<file path="src/rtl/wb_stage.sv">
// wb_stage: writeback stage feeding the register file write port.
// Retires ALU results in one cycle and waits for, aligns and extends
// load responses; reports the pending load destination for hazard stalls.
//
// Ports:
//   clk, rst_i            clock, synchronous active-high reset
//   ex_valid_i/ex_ready_o upstream handshake
//   ex_rd_i, ex_result_i  destination register and ALU result
//   ex_is_load_i          result comes from the memory response
//   ex_ld_size_i          00 byte, 01 half, 1x word
//   ex_ld_unsigned_i      zero-extend sub-word loads
//   ex_addr_lsb_i         load address bits [1:0]
//   mem_rvalid_i          load response valid pulse
//   mem_rdata_i           aligned response word
//   mem_err_i             response error, qualified by mem_rvalid_i
//   rd_o, data_rd_o       register file write (rd_o==0 means no write)
//   load_pending_o        a load is outstanding
//   load_rd_o             destination of the outstanding load, else 0
//   err_o                 one-cycle pulse: misaligned, mem error, timeout
module wb_stage #(
    parameter int unsigned TIMEOUT = 256
) (
    input  logic        clk,
    input  logic        rst_i,
    input  logic        ex_valid_i,
    output logic        ex_ready_o,
    input  logic [4:0]  ex_rd_i,
    input  logic [31:0] ex_result_i,
    input  logic        ex_is_load_i,
    input  logic [1:0]  ex_ld_size_i,
    input  logic        ex_ld_unsigned_i,
    input  logic [1:0]  ex_addr_lsb_i,
    input  logic        mem_rvalid_i,
    input  logic [31:0] mem_rdata_i,
    input  logic        mem_err_i,
    output logic [4:0]  rd_o,
    output logic [31:0] data_rd_o,
    output logic        load_pending_o,
    output logic [4:0]  load_rd_o,
    output logic        err_o
);

    localparam int unsigned TW = (TIMEOUT > 1) ? $clog2(TIMEOUT) : 1;
    localparam int unsigned TL = (TIMEOUT > 0) ? TIMEOUT - 1 : 0;
    localparam logic [TW-1:0] TLAST = TL[TW-1:0];

    typedef enum logic {
        IDLE     = 1'b0,
        WAIT_MEM = 1'b1
    } state_e;

    typedef struct packed {
        logic [4:0] rd;
        logic [1:0] size;
        logic       uns;
        logic [1:0] lsb;
    } ld_info_t;

    state_e          state_q, state_d;
    logic [TW-1:0]   timer_q, timer_d;
    ld_info_t        ld_q, ld_d;
    logic [4:0]      rd_q, rd_d;
    logic [31:0]     data_q, data_d;
    logic            err_q, err_d;

    logic            misal;
    logic [7:0]      byte_sel;
    logic [15:0]     half_sel;
    logic [31:0]     ld_data;

    // Misalignment of the incoming load request.
    always_comb begin
        misal = 1'b0;
        unique case (ex_ld_size_i)
            2'b00:   misal = 1'b0;
            2'b01:   misal = ex_addr_lsb_i[0];
            default: misal = (ex_addr_lsb_i != 2'b00);
        endcase
    end

    // Datum extraction from the response word using the captured request.
    always_comb begin
        byte_sel = mem_rdata_i[{ld_q.lsb, 3'b000} +: 8];
        half_sel = ld_q.lsb[1] ? mem_rdata_i[31:16] : mem_rdata_i[15:0];
        ld_data  = mem_rdata_i;
        unique case (ld_q.size)
            2'b00: begin
                if (ld_q.uns) ld_data = {24'b0, byte_sel};
                else          ld_data = {{24{byte_sel[7]}}, byte_sel};
            end
            2'b01: begin
                if (ld_q.uns) ld_data = {16'b0, half_sel};
                else          ld_data = {{16{half_sel[15]}}, half_sel};
            end
            default: ld_data = mem_rdata_i;
        endcase
    end

    always_comb begin
        state_d = state_q;
        timer_d = timer_q;
        ld_d    = ld_q;
        rd_d    = 5'd0;
        data_d  = 32'd0;
        err_d   = 1'b0;
        unique case (state_q)
            IDLE: begin
                // Responses arriving here are stale and dropped.
                if (ex_valid_i) begin
                    if (!ex_is_load_i) begin
                        if (ex_rd_i != 5'd0) begin
                            rd_d   = ex_rd_i;
                            data_d = ex_result_i;
                        end
                    end else if (misal) begin
                        err_d = 1'b1;
                    end else begin
                        ld_d.rd   = ex_rd_i;
                        ld_d.size = ex_ld_size_i;
                        ld_d.uns  = ex_ld_unsigned_i;
                        ld_d.lsb  = ex_addr_lsb_i;
                        timer_d   = '0;
                        state_d   = WAIT_MEM;
                    end
                end
            end
            WAIT_MEM: begin
                if (mem_rvalid_i) begin
                    state_d = IDLE;
                    if (mem_err_i) begin
                        err_d = 1'b1;
                    end else if (ld_q.rd != 5'd0) begin
                        rd_d   = ld_q.rd;
                        data_d = ld_data;
                    end
                end else if (TIMEOUT != 0 && timer_q == TLAST) begin
                    err_d   = 1'b1;
                    state_d = IDLE;
                end else begin
                    // Free-running when TIMEOUT is 0; wrap is harmless.
                    timer_d = timer_q + TW'(1);
                end
            end
            default: state_d = IDLE;
        endcase
    end

    always_ff @(posedge clk) begin
        if (rst_i) begin
            state_q <= IDLE;
            timer_q <= '0;
            ld_q    <= '0;
            rd_q    <= 5'd0;
            data_q  <= 32'd0;
            err_q   <= 1'b0;
        end else begin
            state_q <= state_d;
            timer_q <= timer_d;
            ld_q    <= ld_d;
            rd_q    <= rd_d;
            data_q  <= data_d;
            err_q   <= err_d;
        end
    end

    assign ex_ready_o     = (state_q == IDLE);
    assign load_pending_o = (state_q == WAIT_MEM);
    assign load_rd_o      = (state_q == WAIT_MEM) ? ld_q.rd : 5'd0;
    assign rd_o           = rd_q;
    assign data_rd_o      = data_q;
    assign err_o          = err_q;

endmodule

</file>
<file path="config.mk">
export PLATFORM = sky130hd
export DESIGN_NAME = wb_stage
export DESIGN_NICKNAME = d
export VERILOG_FILES = /design/src/rtl/wb_stage.sv
export SDC_FILE = /design/constraint.sdc
export NUM_CORES = 1
export LEC_CHECK = 0
export CAP_MARGIN = 10
export CORE_UTILIZATION = 41
export CTS_CLUSTER_SIZE = 12
export DETAILED_ROUTE_END_ITERATION = 8
export HOLD_SLACK_MARGIN = 0.1
export PLACE_DENSITY = 0.85
export SYNTH_ARGS = -nofsm -noshare
export SYNTH_HDL_FRONTEND = slang
export SYNTH_SLANG_ARGS = --single-unit
</file>
<file path="constraint.sdc">
create_clock -name clk -period 2.1 [get_ports clk]
set_input_delay 0.525 -clock clk [delete_from_list [all_inputs] [get_ports clk]]
set_output_delay 0.525 -clock clk [all_outputs]
set_load 0.1 [all_outputs]
</file>
==> results of run 1 <==
stage by stage:
stage | TNS, ns | utilization [%]
floorplan | 0 | -
global placement | -2.66 | 63.8
detailed placement | -3.34 | 63.8
CTS | 0 | 66.9
global route | 0 | 66.9
finish | 0 | 66.9
cell usage in the layout, fill, tap and decap left out, types with 2 or more instances in the layout:
cell type | synthesis | final
nand4_1 | 2 | 2
clkdlybuf4s50_1 | 0 | 79
mux2_2 | 2 | 2
o31ai_1 | 3 | 3
buf_4 | 2 | 55
nand2b_1 | 10 | 10
a31oi_1 | 8 | 8
nand3b_1 | 9 | 9
mux2i_1 | 11 | 11
or3_1 | 3 | 3
nand3_1 | 2 | 2
a32oi_1 | 7 | 7
buf_12 | 0 | 8
a211oi_1 | 2 | 2
a21oi_1 | 7 | 7
and2_1 | 5 | 5
inv_1 | 12 | 11
nand2_1 | 38 | 38
or4_1 | 2 | 2
nor2_1 | 27 | 27
o21ai_1 | 3 | 3
a22oi_1 | 5 | 5
clkbuf_8 | 0 | 11
dfxtp_1 | 57 | 56
nor3_1 | 3 | 3
nor2b_1 | 10 | 10
o21ai_0 | 24 | 24
o21a_1 | 7 | 7
a22o_1 | 16 | 16
clkinv_2 | 0 | 2
sequential cells by signal, indices dropped and copies added (netlist names):
name and count:
rd_o 5, err_o 1, load_pending_o 1, ld_q 10, timer_q 8, data_rd_o 32
per-layer routing:
layer  vias up  track usage (%)  part of all wire [%]
li1       1385                -                     -
met1      1302             31.4                    45
met2        93             39.6                    48
met3        14             4.15                   5.4
met4         0             10.5                   2.4
met5         -                0                     0
report_power, final:
group | switching (W) | internal [W]
Clock | 0.000411 | 0.000602
Sequential | 0.0000224 | 0.00111
Combinational | 0.000307 | 0.000235
Total | 0.000740 | 0.00195
kinds of logic (layout without fill, tap and decap cells):
logic type               after synthesis  after routing
multiplexers                          13             13
XOR/XNOR                               1              1
flip-flops                            57             57
AND/OR/NAND/NOR                      116            116
AO/OA/AOI/OAI                         93             93
buffers and inverters                 31            169
adder cells (fa/ha/maj)                1              1
area by class of cell:
cell class / count / area (sq um)
Fill cell: 517 / 2110
Multi-Input combinational cell: 224 / 1420
Timing Repair Buffer: 142 / 1360
Sequential cell: 57 / 1140
Clock buffer: 12 / 155
Tap cell: 77 / 96.3
Inverter: 12 / 48.8
Clock inverter: 3 / 40.0
how the worst max path moves through the flow:
stage / startpoint / endpoint / slack, ns
final: ex_rd_i[0] / data_rd_o[14] / 0.17
after global routing: ex_rd_i[3] / data_rd_o[11] / 0.09
after CTS: ex_rd_i[3] / data_rd_o[14] / 0.19
after detailed placement: ex_rd_i[3] / data_rd_o[10] / -0.16
after global placement: ex_rd_i[3] / data_rd_o[11] / -0.11
after floorplan: load_pending_o / ld_q[1] / 0.003
worst register-to-register path, cell delays in order, from the launching register on:
cell	delay (ns)
dfxtp_1	0.48
mux2_2	0.41
a221o_1	0.33
nand3b_1	0.21
o21ai_0	0.15
==> results.yml, run 1 <==
logic_synthesis:
  ys.flop_type: "dfxtp_1"
  yosys.area.top_type: "dfxtp_1"
  yosysUniqueCellTypes: 49
  synth_mux_area_share_pct: 4.87
  yosys-top-cells-area: "dfxtp_1 42%, nand2_1 5.2%, a22o_1 5.1%"
  netlist_area_sq_um: 2720
  yosys-top-cells-count: "57 x dfxtp_1, 38 x nand2_1, 27 x nor2_1"
  yosysMostFrequentCell: "dfxtp_1"
  synthArstFlopShare_pct: 0
  netlist.area_leader.share_pct: 41.9
  synthAdderAreaFrac_pct: 0.460
  synth_edf_count: 0
  synth_cells: 312
  syn_area_per_cell_sq_um: 8.73
  syn_nets: 393
  ys_ff_latch: 57
  ys_seq_area_share_pct: 41.9
  synthXorXnorAreaFrac_pct: 0.322
  yosys_warnings: 0
  synth_compound_area_share_pct: 25.1
  synthSimpleGateAreaFrac_pct: 21.5
  synth_top_family_by_area: "compound AO/OA/AOI/OAI gates"
setup_path:
  critPathArrivalTime_ns: 2.13
  startpoint_type: "primary input"
  reg2reg_to: "data_rd_o[8]"
  cp_num_buf_inv: 1
  r2r_cells: 4
  cp_max_fo: 32
  worstPathRequired_ns: 2.30
  critPathSlowestCell: "o311a_4"
  cp_top_family: "compound AO/OA/AOI/OAI gates"
  endpoint_kind: "register"
  crit-reg2reg-launch: "ld_q[1]"
  max_stage_delay_ns: 0.47
  r2r_slack_ns: 0.39
  critical_path_class: "in2reg"
  path_cells: "clkdlybuf4s50_1 > or3_1 > o311a_4 > a32oi_1 > o21ai_0"
  path_depth: 5
clocking:
  cts-resized-gates: 0
  root_buffer: "clkbuf_8"
  post_cts_buffers: 0
  ctsHtreeMaxLevel: 3
  cts_sinks: 57
  cts_tree: "yes"
  cts.clk_slew.worst_paths_ns: 0.06
  clockBufferDepth: 2
  cts_made_buffers: 9
  holdBufCountCts: 0
  clk_latency_ns: 0.32
global_route:
  grt_first_pass_wirelength_mm: 13.4
  grtUsageTotal_pct: 24.2
  overflow: 0
  first_global_vias: 2770
  grt_max_degree: 33
  antenna_found_initial: 0
cells_and_area:
  n_antenna_cell: 0
  drive_above_1_share_pct: 19.6
  finalNetCount: 527
  final_cells: 527
  final_cell_area_sq_um: 4270
  syn_to_final_growth_pct: 56.9
outcome:
  outcome: "complete, no violations"
placement:
  dp_hpwl_mm: 6.24
  place.gp.congestion: 0.873
  port_buffers: 124
  place_area_sq_um: 4080
  place_worst_setup_slack_ns: -0.161
  placed_cells: 512
worst_hold_path:
  min_path_type: "reg2reg"
  holdPathEnd: "timer_q[0]"
  hold_path_depth: 1
  hp-start: "timer_q[0]"
timing:
  rsz0062_at_grt: "false"
  finalMaxSlewViolations: 0
  max_clock_freq_mhz: 519
  hold_viol_final: 0
  period_needed_ns: 1.93
  fin_ws_ns: 0.174
  fin_hold_ws_ns: 0.511
  setup_viol: 0
  relSlewSlack_pct: 67.3
  period_share_pct: 91.7
  skew_ns: 0.00440
  worst_slew_pin_slew_ns: 0.490
drt:
  drc: 0
  vias: 2794
  wl_mm: 8.26
  routedWlPerCell_um: 15.7
  dr.pass1.iters: 4
  drt_iter0_markers: 133
  postRouteAntennaNets: 0
  viasPerCell: 5.30
power:
  vdd_drop_max_mv: 0.505
  p_leak_nw: 1.74
  power_density_nw_per_um2: 629
  total_power_w: 0.00269
job:
  cap_violations: 0
floorplan:
  dieWidth_um: 83.5
  row_count: 29
  start_util_pct: 42.6
  die_h_um: 83.5
  ios: 125
  coreArea_sq_um: 6390
  die_area_sq_um: 6970
No activity file was read; power rests on OpenSTA's default activity.
==> run 2, diff against run 1 <==
--- a/config.mk
+++ b/config.mk
@@ -12,4 +12,5 @@
 export HOLD_SLACK_MARGIN = 0.1
 export PLACE_DENSITY = 0.85
+export SLEW_MARGIN = 40
 export SYNTH_ARGS = -nofsm -noshare
 export SYNTH_HDL_FRONTEND = slang
==> constraint.sdc (replaced) <==
create_clock -name clk -period 2.1 [get_ports clk]
set_input_delay 0.525 -clock clk [delete_from_list [all_inputs] [get_ports clk]]
set_output_delay 0.525 -clock clk [all_outputs]
set_load 0.01 [all_outputs]
==> run 2 against run 1 <==
Compared with the run above:
- flip-flop and latch count unchanged
- global-route usage rose by 0.064 points
- wire length is 0.75% higher
- first-iteration DRC count rose by 22%
- clock power is 18% higher
- cell area up 1.3%
- final cell count unchanged
- register-to-register slack hardly changed
- critical path type is now reg2out
- highest routed layer unchanged
==> results.yml, run 2 (same netlist as run 1, synthesis figures left out) <==
floorplan:
  row_count: 29
  coreArea_sq_um: 6390
  die_area_sq_um: 6970
  start_util_pct: 42.6
  die_h_um: 83.5
  dieWidth_um: 83.5
  ios: 125
setup_path:
  worstPathRequired_ns: 1.57
  cp_num_buf_inv: 1
  reg2reg_to: "data_rd_o[8]"
  crit-reg2reg-launch: "ld_q[1]"
  critPathSlowestCell: "clkdlybuf4s50_1"
  endpoint_kind: "output pin"
  startpoint_type: "register"
  max_stage_delay_ns: 0.56
  cp-endpoint: "load_rd_o[2]"
  setup.worst_path.start: "load_pending_o"
  path_depth: 2
  critical_path_class: "reg2out"
  r2r_cells: 4
  critPathArrivalTime_ns: 1.48
  path_cells: "and2_1 > clkdlybuf4s50_1"
  r2r_slack_ns: 0.39
  cp_max_fo: 14
  cp_top_family: "buffers and inverters"
timing:
  rsz0062_at_grt: "false"
  period_needed_ns: 2.00
  hold_viol_final: 0
  period_share_pct: 95.4
  setup_viol: 0
  worst_slew_pin_slew_ns: 0.446
  fin_hold_ws_ns: 0.521
  finalMaxSlewViolations: 0
  skew_ns: 0.00903
  max_clock_freq_mhz: 499
  relSlewSlack_pct: 70.2
  fin_ws_ns: 0.0969
placement:
  port_buffers: 124
  place_area_sq_um: 4090
  place_worst_setup_slack_ns: -0.167
  dp_hpwl_mm: 6.27
  placed_cells: 512
  place.gp.congestion: 0.886
clocking:
  cts_tree: "yes"
  ctsHtreeMaxLevel: 3
  clockBufferDepth: 2
  cts.clk_slew.worst_paths_ns: 0.06
  root_buffer: "clkbuf_8"
  post_cts_buffers: 0
  cts_sinks: 57
  holdBufCountCts: 0
  clk_latency_ns: 0.34
  cts_made_buffers: 9
  cts-resized-gates: 1
cells_and_area:
  final_cell_area_sq_um: 4330
  largest_reg_flops: 32
  final_cells: 527
  syn_to_final_growth_pct: 58.9
  nFillCells: 499
  mostFrequentLayoutCells: "124 x clkdlybuf4s50_1, 56 x dfxtp_1, 38 x nand2_1"
  drive_above_1_share_pct: 9.33
  layout_commonest_cell: "clkdlybuf4s50_1"
  n_antenna_cell: 0
  finalNetCount: 527
job:
  cap_violations: 0
drt:
  routedWlPerCell_um: 15.8
  wl_mm: 8.32
  dr.pass1.iters: 4
  viasPerCell: 5.48
  drc: 0
  drt_iter0_markers: 162
  postRouteAntennaNets: 0
  vias: 2889
global_route:
  grt_max_degree: 33
  overflow: 0
  grtUsageTotal_pct: 24.2
  first_global_vias: 2812
  grt_first_pass_wirelength_mm: 13.4
  antenna_found_initial: 0
power:
  total_power_w: 0.00271
  p_leak_nw: 1.65
  vdd_drop_max_mv: 0.398
  power_density_nw_per_um2: 626
worst_hold_path:
  min_path_type: "reg2reg"
outcome:
  outcome: "complete, no violations"
[run 2: cell types whose count changed in the layout (fill, tap and decap cells not counted), moves of 2 or more]
cell	previous run	this run
buf_12	8	1
clkinv_2	2	0
clkdlybuf4s50_1	79	124
buf_4	55	17
[run 2: worst min-delay path, delay by kind of cell, from the launching register on]
kind / cells / cell delay, ns
AO/OA/AOI/OAI: 2 / 0.14
flip-flops: 1 / 0.34
[run 2: area by class of cell]
type | instances | area, sq um | share of cell area [%]
repair buffers | 142 | 1390 | 32.1
multi-input cells | 224 | 1420 | 32.9
flip-flops and latches | 57 | 1140 | 26.5
well taps | 77 | 96.3 | 2.23
inverters | 12 | 45.0 | 1.04
clock inverters | 2 | 60.1 | 1.39
clock buffers | 13 | 169 | 3.90
[run 2: worst min-delay path by stage]
stage          startpoint         end  slack [ns]  cells past startpoint
3_3_place_gp   timer_q[5]  timer_q[5]        0.48                      2
6_report       timer_q[5]  timer_q[5]        0.52                      2
4_1_cts        timer_q[5]  timer_q[5]        0.51                      2
3_5_place_dp   timer_q[5]  timer_q[5]        0.50                      2
2_1_floorplan  timer_q[5]  timer_q[5]        0.47                      2
5_1_grt        timer_q[5]  timer_q[5]        0.55                      2
[run 2: stage by stage]
| stage | setup TNS (ns) | util [%] |
|---|---|---|
| floorplan | 0 | - |
| global placement | -2.73 | 64.1 |
| detailed placement | -3.46 | 64.1 |
| CTS | 0 | 67.7 |
| global route | 0 | 67.8 |
| finish | 0 | 67.8 |
[run 2: power breakdown]
part           leakage [nW]  internal [W]  switching [W]
sequential            0.464       0.00111      0.0000205
clock                 0.116      0.000759       0.000428
combinational          1.07      0.000238       0.000152
total                  1.65       0.00211       0.000601
[run 2: per-layer routing]
layer | routed length (um) | vias up | part of all wire [%] | track usage [%]
li1 | - | 1388 | - | -
met1 | 3630 | 1348 | 44 | 31.1
met2 | 3880 | 129 | 47 | 38.5
met3 | 539 | 24 | 6.5 | 4.65
met4 | 267 | 0 | 3.2 | 13.3
met5 | 0 | - | 0 | 0
==> run 3, diff against run 2 <==
- ABC_CLOCK_PERIOD_IN_PS: not set -> 2100
- CELL_PAD_IN_SITES_DETAIL_PLACEMENT: not set -> 0
- CELL_PAD_IN_SITES_GLOBAL_PLACEMENT: not set -> 1
- CORE_UTILIZATION: 41 -> 29
- PLACE_DENSITY: 0.85 -> 0.81
==> run 3 against run 2 <==
Compared with the run above:
- clock power shrank 3%
- count of clock-buffer cells in the layout shrank 2
- highest routed layer unchanged
- wire length grew 3.0%
- largest power group unchanged
- critical endpoint is now load_rd_o[4]
- register-to-register slack lost 0.06 ns
- first-iteration DRC count shrank 29%
- via count shrank 5.9%
- non-clock buffer count shrank 2
- sequential power is essentially flat
- critical path depth is the same
- global-route usage shrank 6.2 points
- fmax grew 0.98%
- power shrank 1.3%
==> results.yml, run 3 (same netlist as run 1, synthesis figures left out) <==
cells_and_area:
  syn_to_final_growth_pct: 59.5
  final_cells: 557
  n_antenna_cell: 0
  largest_reg_flops: 32
  drive_above_1_share_pct: 9.13
  mostFrequentLayoutCells: "124 x clkdlybuf4s50_1, 56 x dfxtp_1, 38 x nand2_1"
  finalNetCount: 525
  layout_commonest_cell: "clkdlybuf4s50_1"
  final_cell_area_sq_um: 4340
  nFillCells: 849
global_route:
  grtUsageTotal_pct: 18.0
  grt-busiest-layer: "met2"
  grt.met1_usage_pct: 24.5
  grt_first_pass_wirelength_mm: 13.7
  grt_max_degree: 33
  first_global_vias: 2713
  grt_use_met3_pct: 3.62
  antenna_found_initial: 0
  overflow: 0
  grt_use_met2_pct: 28.6
drt:
  routedWlPerCell_um: 15.4
  drc: 0
  wl_mm: 8.57
  dr.pass1.iters: 4
  postRouteAntennaNets: 0
  drt_iter0_markers: 115
  viasPerCell: 4.88
  vias: 2719
clocking:
  cts_tree: "yes"
  cts_sinks: 57
  post_cts_buffers: 0
  clockBufferDepth: 2
  holdBufCountCts: 0
  root_buffer: "clkbuf_8"
  cts.clk_slew.worst_paths_ns: 0.07
  ctsHtreeMaxLevel: 3
  cts_made_buffers: 9
  clk_latency_ns: 0.33
timing:
  setup_viol: 0
  finalMaxSlewViolations: 0
  worst_slew_pin_slew_ns: 0.437
  rsz0062_at_grt: "false"
  max_clock_freq_mhz: 504
  period_share_pct: 94.5
  hold_viol_final: 0
  period_needed_ns: 1.98
  relSlewSlack_pct: 70.8
  final.setup.tns_ns: 0
  skew_ns: 0.00744
setup_path:
  endpoint_kind: "output pin"
  r2r_slack_ns: 0.33
  critPathArrivalTime_ns: 1.46
  critical_path_class: "reg2out"
  critPathSlowestCell: "clkdlybuf4s50_1"
  reg2reg_to: "data_rd_o[8]"
  setup.worst_path.start: "load_pending_o"
  startpoint_type: "register"
  r2r_cells: 4
  crit-reg2reg-launch: "ld_q[1]"
  path_cells: "and2_1 > clkdlybuf4s50_1"
  cp_max_fo: 14
  max_stage_delay_ns: 0.53
  worstPathRequired_ns: 1.57
  cp-endpoint: "load_rd_o[4]"
placement:
  dp_hpwl_mm: 6.51
  place.gp.congestion: 0.787
  port_buffers: 124
  place_area_sq_um: 4120
  placed_cells: 541
floorplan:
  die_h_um: 98.9
  dieWidth_um: 98.9
  coreArea_sq_um: 8890
  ios: 125
  start_util_pct: 30.6
  die_area_sq_um: 9780
  row_count: 34
power:
  power_density_nw_per_um2: 616
  p_int_w: 0.00205
  swShare_pct: 23.5
  power_frac_clock_pct: 43.2
  switchingPower_w: 0.000627
  comb_power_share_pct: 14.5
  pwr-share-seq_pct: 42.3
  p_leak_nw: 1.63
  vdd_drop_max_mv: 0.352
job:
  cap_violations: 0
worst_hold_path:
  min_path_type: "reg2reg"
  hold_path_depth: 2
outcome:
  outcome: "complete, no violations"
[run 3: how the worst min path moves through the flow]
stage	from	endpoint	slack (ns)
3_3_place_gp	timer_q[5]	timer_q[5]	0.48
6_report	timer_q[7]	timer_q[2]	0.51
3_5_place_dp	timer_q[5]	timer_q[5]	0.49
5_1_grt	timer_q[7]	timer_q[2]	0.54
4_1_cts	timer_q[0]	timer_q[0]	0.51
2_1_floorplan	timer_q[5]	timer_q[5]	0.47
[run 3: power by group through the flow]
stage               registers [W]  logic (W)  clock network, W
floorplan                 0.00116   0.000132                 0
global placement          0.00115   0.000384                 0
detailed placement        0.00115   0.000387                 0
CTS                       0.00113   0.000389           0.00118
global route              0.00113   0.000418           0.00124
finish                    0.00113   0.000388           0.00115
[run 3: per-stage QoR]
step | utilization (%) | setup WS (ns) | power (W) | hold slack, ns
CTS | 48.8 | 0.0461 | 0.00270 | 0.513
finish | 48.8 | 0.116 | 0.00267 | 0.512
global route | 48.8 | 0.0715 | 0.00279 | 0.544
floorplan | - | 0.395 | 0.00129 | 0.465
global placement | 46.3 | -0.127 | 0.00154 | 0.481
detailed placement | 46.3 | -0.171 | 0.00154 | 0.492
[run 3: layout make-up]
cell class                 count  area [sq um]  area share, %
clock inverter                 5          78.8           1.82
multi-input combinational    224          1420           32.8
clock buffer                  11           141           3.26
inverter                      12          45.0           1.04
sequential                    57          1140           26.4
tap                          108           135           3.11
timing repair buffer         140          1370           31.6
[run 3: critical path: cells and delay by family (launching register included)]
kind	cells	cell delay [ns]
and+or+nand+nor	1	0.17
DFF	1	0.43
buffers and inverters	1	0.53
[run 3: what timing repair did]
action,CTS,global route
gates cloned,0,0
resized for setup,1,1
setup endpoints to repair,6,1
hold endpoints to repair,0,0
[run 3: routing by layer]
metal  wire, um  vias to the layer above
li1           -                     1384
met5          0                        -
met3        429                        7
met1       4030                     1250
met2       4000                       78
met4        103                        0
==> RTL change 1 (config.mk and constraints of run 1) <==
Set the parameter `TIMEOUT` to 128 (it was 256).
--- a/src/rtl/wb_stage.sv
+++ b/src/rtl/wb_stage.sv
@@ -18,7 +18,7 @@
 //   load_rd_o             destination of the outstanding load, else 0
 //   err_o                 one-cycle pulse: misaligned, mem error, timeout
 module wb_stage #(
-    parameter int unsigned TIMEOUT = 256
+    parameter int unsigned TIMEOUT = 128
 ) (
     input  logic        clk,
     input  logic        rst_i,
Behaviour: same outputs for any inputs over 10 cycles, from zero or initial values and one cycle with rst_i high; that may be too few to reach the edited logic, so the function may still have changed.
==> RTL change 1 against run 1 <==
  * Final area fell by 3.5%
  * Power fell by 11%
  * Routed wire length fell by 3.6%
  * Non-clock buffer count rose by 1
  * Worst setup slack improved by 0.030 ns
  * Synthesized cell count fell by 3.5%
  * Sequential cell count fell by 1
  * Synthesized area fell by 4.8%
  * Combinational power rose by 3%
  * Largest cell class is now buffers
==> RTL change 1: results (changes against run 1) <==
run_status:
  status: "complete, no violations"  # unchanged
power:
  ir_drop_v: 0.000372  # was 0.000505 V
  p_leak_nw: 1.73  # was 1.74 nW
critical_path:
  cp_slowest_cell: "clkdlybuf4s50_1"  # was o311a_4
  reg2reg_to: "data_rd_o[11]$_SDFF_PP0_"  # was data_rd_o[8]$_SDFF_PP0_
  crit-reg2reg-launch: "ld_q[7]$_SDFFE_PP0P_"  # was ld_q[1]$_SDFFE_PP0P_
  cp.arrival_ns: 2.09  # was 2.13 ns
  max_stage_delay_ns: 0.43  # was 0.47 ns
  rrSetupSlack_ns: 0.37  # was 0.39 ns
  rr_worst_depth: 5  # was 4
cells_and_area:
  fin_nets: 515  # was 527
worst_hold_path:
  worstHoldStart: "timer_q[1]$_SDFFE_PP0P_"  # was timer_q[0]$_SDFFE_PP0P_
  hold-path-endpoint: "timer_q[1]$_SDFFE_PP0P_"  # was timer_q[0]$_SDFFE_PP0P_
cts:
  clk_pin_slew_ns: 0.10  # was 0.06 ns
  htree_levels: 2  # was 3
  numCtsBuffers: 5  # was 9
sta:
  skew_ns: 0.00746  # was 0.00440 ns
  fin_hold_ws_ns: 0.516  # was 0.511 ns
  slew_headroom: 0.685  # was 0.673
logic_synthesis:
  netlist_instances: 301  # was 312
  synth_cell_types: 53  # was 49
  synth.area.top_cells: "dfxtp_1, mux2i_1, o21ai_1"  # was dfxtp_1, nand2_1, a22o_1
  yosysSeqAreaShare: 0.432  # was 0.419
  synthMuxAreaShare: 0.0782  # was 0.0487
  ys_top_cells_by_count: "dfxtp_1, nor2_1, nand2_1"  # was dfxtp_1, nand2_1, nor2_1
  synth_compound_area_frac: 0.220  # was 0.251
  synth-xor-area-share: 0.0135  # was 0.00322
placement:
  dp_hpwl_microns: 6180  # was 6240 microns
  place_congestion: 0.834  # was 0.873
  post-place-ws_ns: -0.111  # was -0.161 ns
  placed_cell_area_sq_um: 4010  # was 4080 sq um
route:
  routedWlPerCell_microns: 15.6  # was 15.7 microns
  vias: 2776  # was 2794
  dr.pass1.iters: 5  # was 4
  routed_wl_microns: 7960  # was 8260 microns
  first_iter_violations: 203  # was 133
global_route:
  grt_use_met2: 0.455  # was 0.396
  grt_first_pass_wirelength_microns: 12400  # was 13400 microns
  grt_use_met1: 0.279  # was 0.314
==> RTL change 1: changes by cell type after synthesis, moves of 7 or more <==
cell      delta
mux2i_1      +7
inv_1        -9
nor2_1      +14
nor2b_1      -7
o21ai_1     +28
o21ai_0     -21
a22o_1      -16
nand3b_1     -9
nand2b_1     -7
==> RTL change 1: report_power, final <==
part,internal (mW),total (mW),leakage [nW],switching (mW)
Clock,0.360,0.725,0.0583,0.365
Sequential,1.09,1.11,0.456,0.0221
Combinational,0.240,0.559,1.22,0.318
==> RTL change 1: worst max path at each step <==
stage | start | end | slack, ns
after detailed placement | ex_rd_i[4] | data_rd_o[11]$_SDFF_PP0_ | -0.11
after global routing | ex_rd_i[4] | data_rd_o[4]$_SDFF_PP0_ | 0.12
after floorplan | load_pending_o$_SDFF_PP0_ | ld_q[4]$_SDFFE_PP0P_ | 0.03
final | ex_rd_i[4] | data_rd_o[11]$_SDFF_PP0_ | 0.20
after CTS | ex_rd_i[4] | data_rd_o[11]$_SDFF_PP0_ | 0.22
after global placement | ex_rd_i[4] | data_rd_o[14]$_SDFF_PP0_ | -0.06
==> RTL change 1: critical path: cells and delay by family <==
kind            cells  cell delay (ns)
buf+inv             2             0.60
simple gates        1             0.37
compound gates      3             0.57
==> RTL change 1: cell type report <==
type | count | area, sq um
Clock buffer | 5 | 68.8
Clock inverter | 3 | 47.5
Fill cell | 490 | 1900
Inverter | 5 | 22.5
Multi-Input combinational cell | 223 | 1370
Sequential cell | 56 | 1120
Tap cell | 75 | 93.8
Timing Repair Buffer | 143 | 1400
==> RTL change 1: routing by layer <==
| layer | routed length (microns) | up-vias |
|---|---|---|
| li1 | - | 1355 |
| met1 | 3250 | 1287 |
| met3 | 533 | 14 |
| met4 | 147 | 0 |
| met2 | 4030 | 120 |
| met5 | 0 | - |
==> RTL change 2 (flow settings as in run 1) <==
Made on the original files. Make the reset (`rst_i`) asynchronous in one clocked block. Comments in the files are not updated.
--- a/src/rtl/wb_stage.sv
+++ b/src/rtl/wb_stage.sv
@@ -145,7 +145,7 @@
         endcase
     end
 
-    always_ff @(posedge clk) begin
+    always_ff @(posedge clk or posedge rst_i) begin
         if (rst_i) begin
             state_q <= IDLE;
             timer_q <= '0;
Function: differs if rst_i is asserted again (counterexample within 4 cycles, from zero or initial values and one cycle with rst_i high); with rst_i held inactive, the same outputs for 10 cycles.
==> RTL change 2 against run 1 <==
  * Sequential cell count is the same
  * Worst hold slack better by 0.019 ns
  * Routed wire length rose by 17%
  * Final area grew 9.0%
  * Synthesized area increased by 9.3%
  * Worst setup slack better by 0.046 ns
  * First-iteration DRC count increased by 83%
  * Fmax is 2.5% higher
  * Cell count up 8.2%
  * Critical endpoint is now timer_q[6]$_DFFE_PP0P_
  * Highest routed layer unchanged
Power is not compared: it rests on default switching activity, and its combinational part moved more than twofold at a synthesized area within 25%.
==> RTL change 2: results (changes against run 1) <==
critical_path:
  cp_slowest_cell: "clkdlybuf4s50_1"  # was o311a_4
  cp_max_fo: 4  # was 32
  critPathCapture: "timer_q[6]$_DFFE_PP0P_"  # was data_rd_o[14]$_SDFF_PP0_
  crit-reg2reg-launch: "ld_q[3]$_DFFE_PP0P_"  # was ld_q[1]$_SDFFE_PP0P_
  cp.arrival_ns: 2.15  # was 2.13 ns
  reg2reg_to: "data_rd_o[14]$_DFF_PP0_"  # was data_rd_o[8]$_SDFF_PP0_
  rrSetupSlack_ns: 0.25  # was 0.39 ns
  startpoint: "mem_rvalid_i"  # was ex_rd_i[0]
route:
  routed_wl_microns: 9660  # was 8260 microns
  first_iter_violations: 243  # was 133
  dr.pass1.iters: 5  # was 4
  drt-vias-per-instance: 5.60  # was 5.30
global_route:
  track_usage: 0.264  # was 0.242
  grt_first_pass_wirelength_microns: 15000  # was 13400 microns
  grt_max_degree: 58  # was 33
  first_global_vias: 3210  # was 2770
logic_synthesis:
  synth.area.top_cells: "dfrtp_1, nand2_1, a21oi_1"  # was dfxtp_1, nand2_1, a22o_1
  yosys_warnings: 0  # unchanged
  synth_compound_area_frac: 0.216  # was 0.251
  synth-main-ff-cell: "dfrtp_1"  # was dfxtp_1
  ys_top_cells_by_count: "nand2_1, dfrtp_1, a21oi_1"  # was dfxtp_1, nand2_1, nor2_1
  syn-num-nets: 406  # was 393
  synth_cell_types: 48  # was 49
  yosysSeqAreaShare: 0.479  # was 0.419
  yosys.area_share.adder: 0.00420  # was 0.00460
  synthMuxAreaShare: 0.0370  # was 0.0487
  synth-xor-area-share: 0.00294  # was 0.00322
  async_flop_share: 1.00  # was 0
run_status:
  status: "complete, no violations"  # unchanged
cts:
  clk_pin_slew_ns: 0.07
  post_cts_buffers: 0  # unchanged
  clk_latency_ns: 0.34  # was 0.32 ns
  ctsRootBufferMaster: "clkbuf_8"  # unchanged
cells_and_area:
  drive_above_1_share: 0.224  # was 0.196
  fin_nets: 550  # was 527
  fill_cells: 520  # was 517
sta:
  skew_ns: 0.00724  # was 0.00440 ns
  fin_crit_sh: 0.895  # was 0.917
  slew_headroom: 0.258  # was 0.673
placement:
  post-place-ws_ns: -0.110  # was -0.161 ns
  dp_hpwl_microns: 7190  # was 6240 microns
  place_congestion: 0.943  # was 0.873
==> RTL change 2: worst min-delay path by stage <==
stage / start / endpoint / slack, ns / cells past startpoint
2_1_floorplan: ld_q[9]$_DFFE_PP0P_ / ld_q[9]$_DFFE_PP0P_ / 0.46 / 2
3_3_place_gp: ld_q[9]$_DFFE_PP0P_ / ld_q[9]$_DFFE_PP0P_ / 0.48 / 2
3_5_place_dp: ld_q[9]$_DFFE_PP0P_ / ld_q[9]$_DFFE_PP0P_ / 0.52 / 2
4_1_cts: ld_q[9]$_DFFE_PP0P_ / ld_q[9]$_DFFE_PP0P_ / 0.53 / 2
5_1_grt: ld_q[9]$_DFFE_PP0P_ / ld_q[9]$_DFFE_PP0P_ / 0.57 / 2
6_report: ld_q[9]$_DFFE_PP0P_ / ld_q[9]$_DFFE_PP0P_ / 0.53 / 2
==> RTL change 2: worst max-delay path, delay by kind of cell <==
family | cells | cell delay, ns
AO/OA/AOI/OAI | 1 | 0.15
AND/OR/NAND/NOR | 3 | 0.84
buffers and inverters | 2 | 0.63
==> RTL change 2: logic make-up after synthesis <==
group                      Yosys count
and+or+nand+nor                    126
xor gates and xnor gates             1
muxes                               11
buffers and inverters               29
AOI/OAI and AO/OA                  100
adders and majority gates            1
DFF                                 57
==> RTL change 2: metal layers <==
metal | wire length [microns] | GRT usage | up-vias | share of wire
li1 | - | - | 1457 | -
met1 | 3740 | 0.305 | 1527 | 0.39
met2 | 4780 | 0.437 | 166 | 0.50
met3 | 682 | 0.0588 | 40 | 0.071
met4 | 458 | 0.179 | 0 | 0.047
met5 | 0 | 0 | - | 0
==> RTL change 2: power by group through the flow <==
stage                     registers, mW  clock network, mW  logic, mW
final                              1.32               1.03       1.45
after global routing               1.34               1.10       1.53
after CTS                          1.32               1.03       1.43
after detailed placement           1.34                  0       1.42
after global placement             1.33                  0       1.40
after floorplan                    1.67                  0      0.604
==> RTL change 2: what timing repair did <==
| action | CTS | global route |
|---|---|---|
| hold endpoints to repair | 0 | 0 |
| resized for setup | 0 | 1 |
| hold buffers | 0 | 0 |
| endpoints found under the setup margin | 0 | 6 |
==> RTL change 2: per-stage QoR <==
stage | instances | hold WS, ns | setup TNS [ns] | utilization | cell area (sq um)
floorplan | 325 | 0.461 | 0 | - | 2980
global placement | 554 | 0.479 | -1.56 | 0.645 | 4460
detailed placement | 554 | 0.515 | -1.97 | 0.645 | 4460
CTS | 570 | 0.532 | 0 | 0.674 | 4650
global route | 570 | 0.572 | 0 | 0.674 | 4660
finish | 570 | 0.530 | 0 | 0.674 | 4660
==> RTL change 2: cell type report <==
type | count | share of cell area
tap | 96 | 0.0258
multi-input combinational | 239 | 0.303
clock buffer | 11 | 0.0304
clock inverter | 5 | 0.0118
sequential | 57 | 0.307
timing repair buffer | 152 | 0.314
inverter | 10 | 0.00806
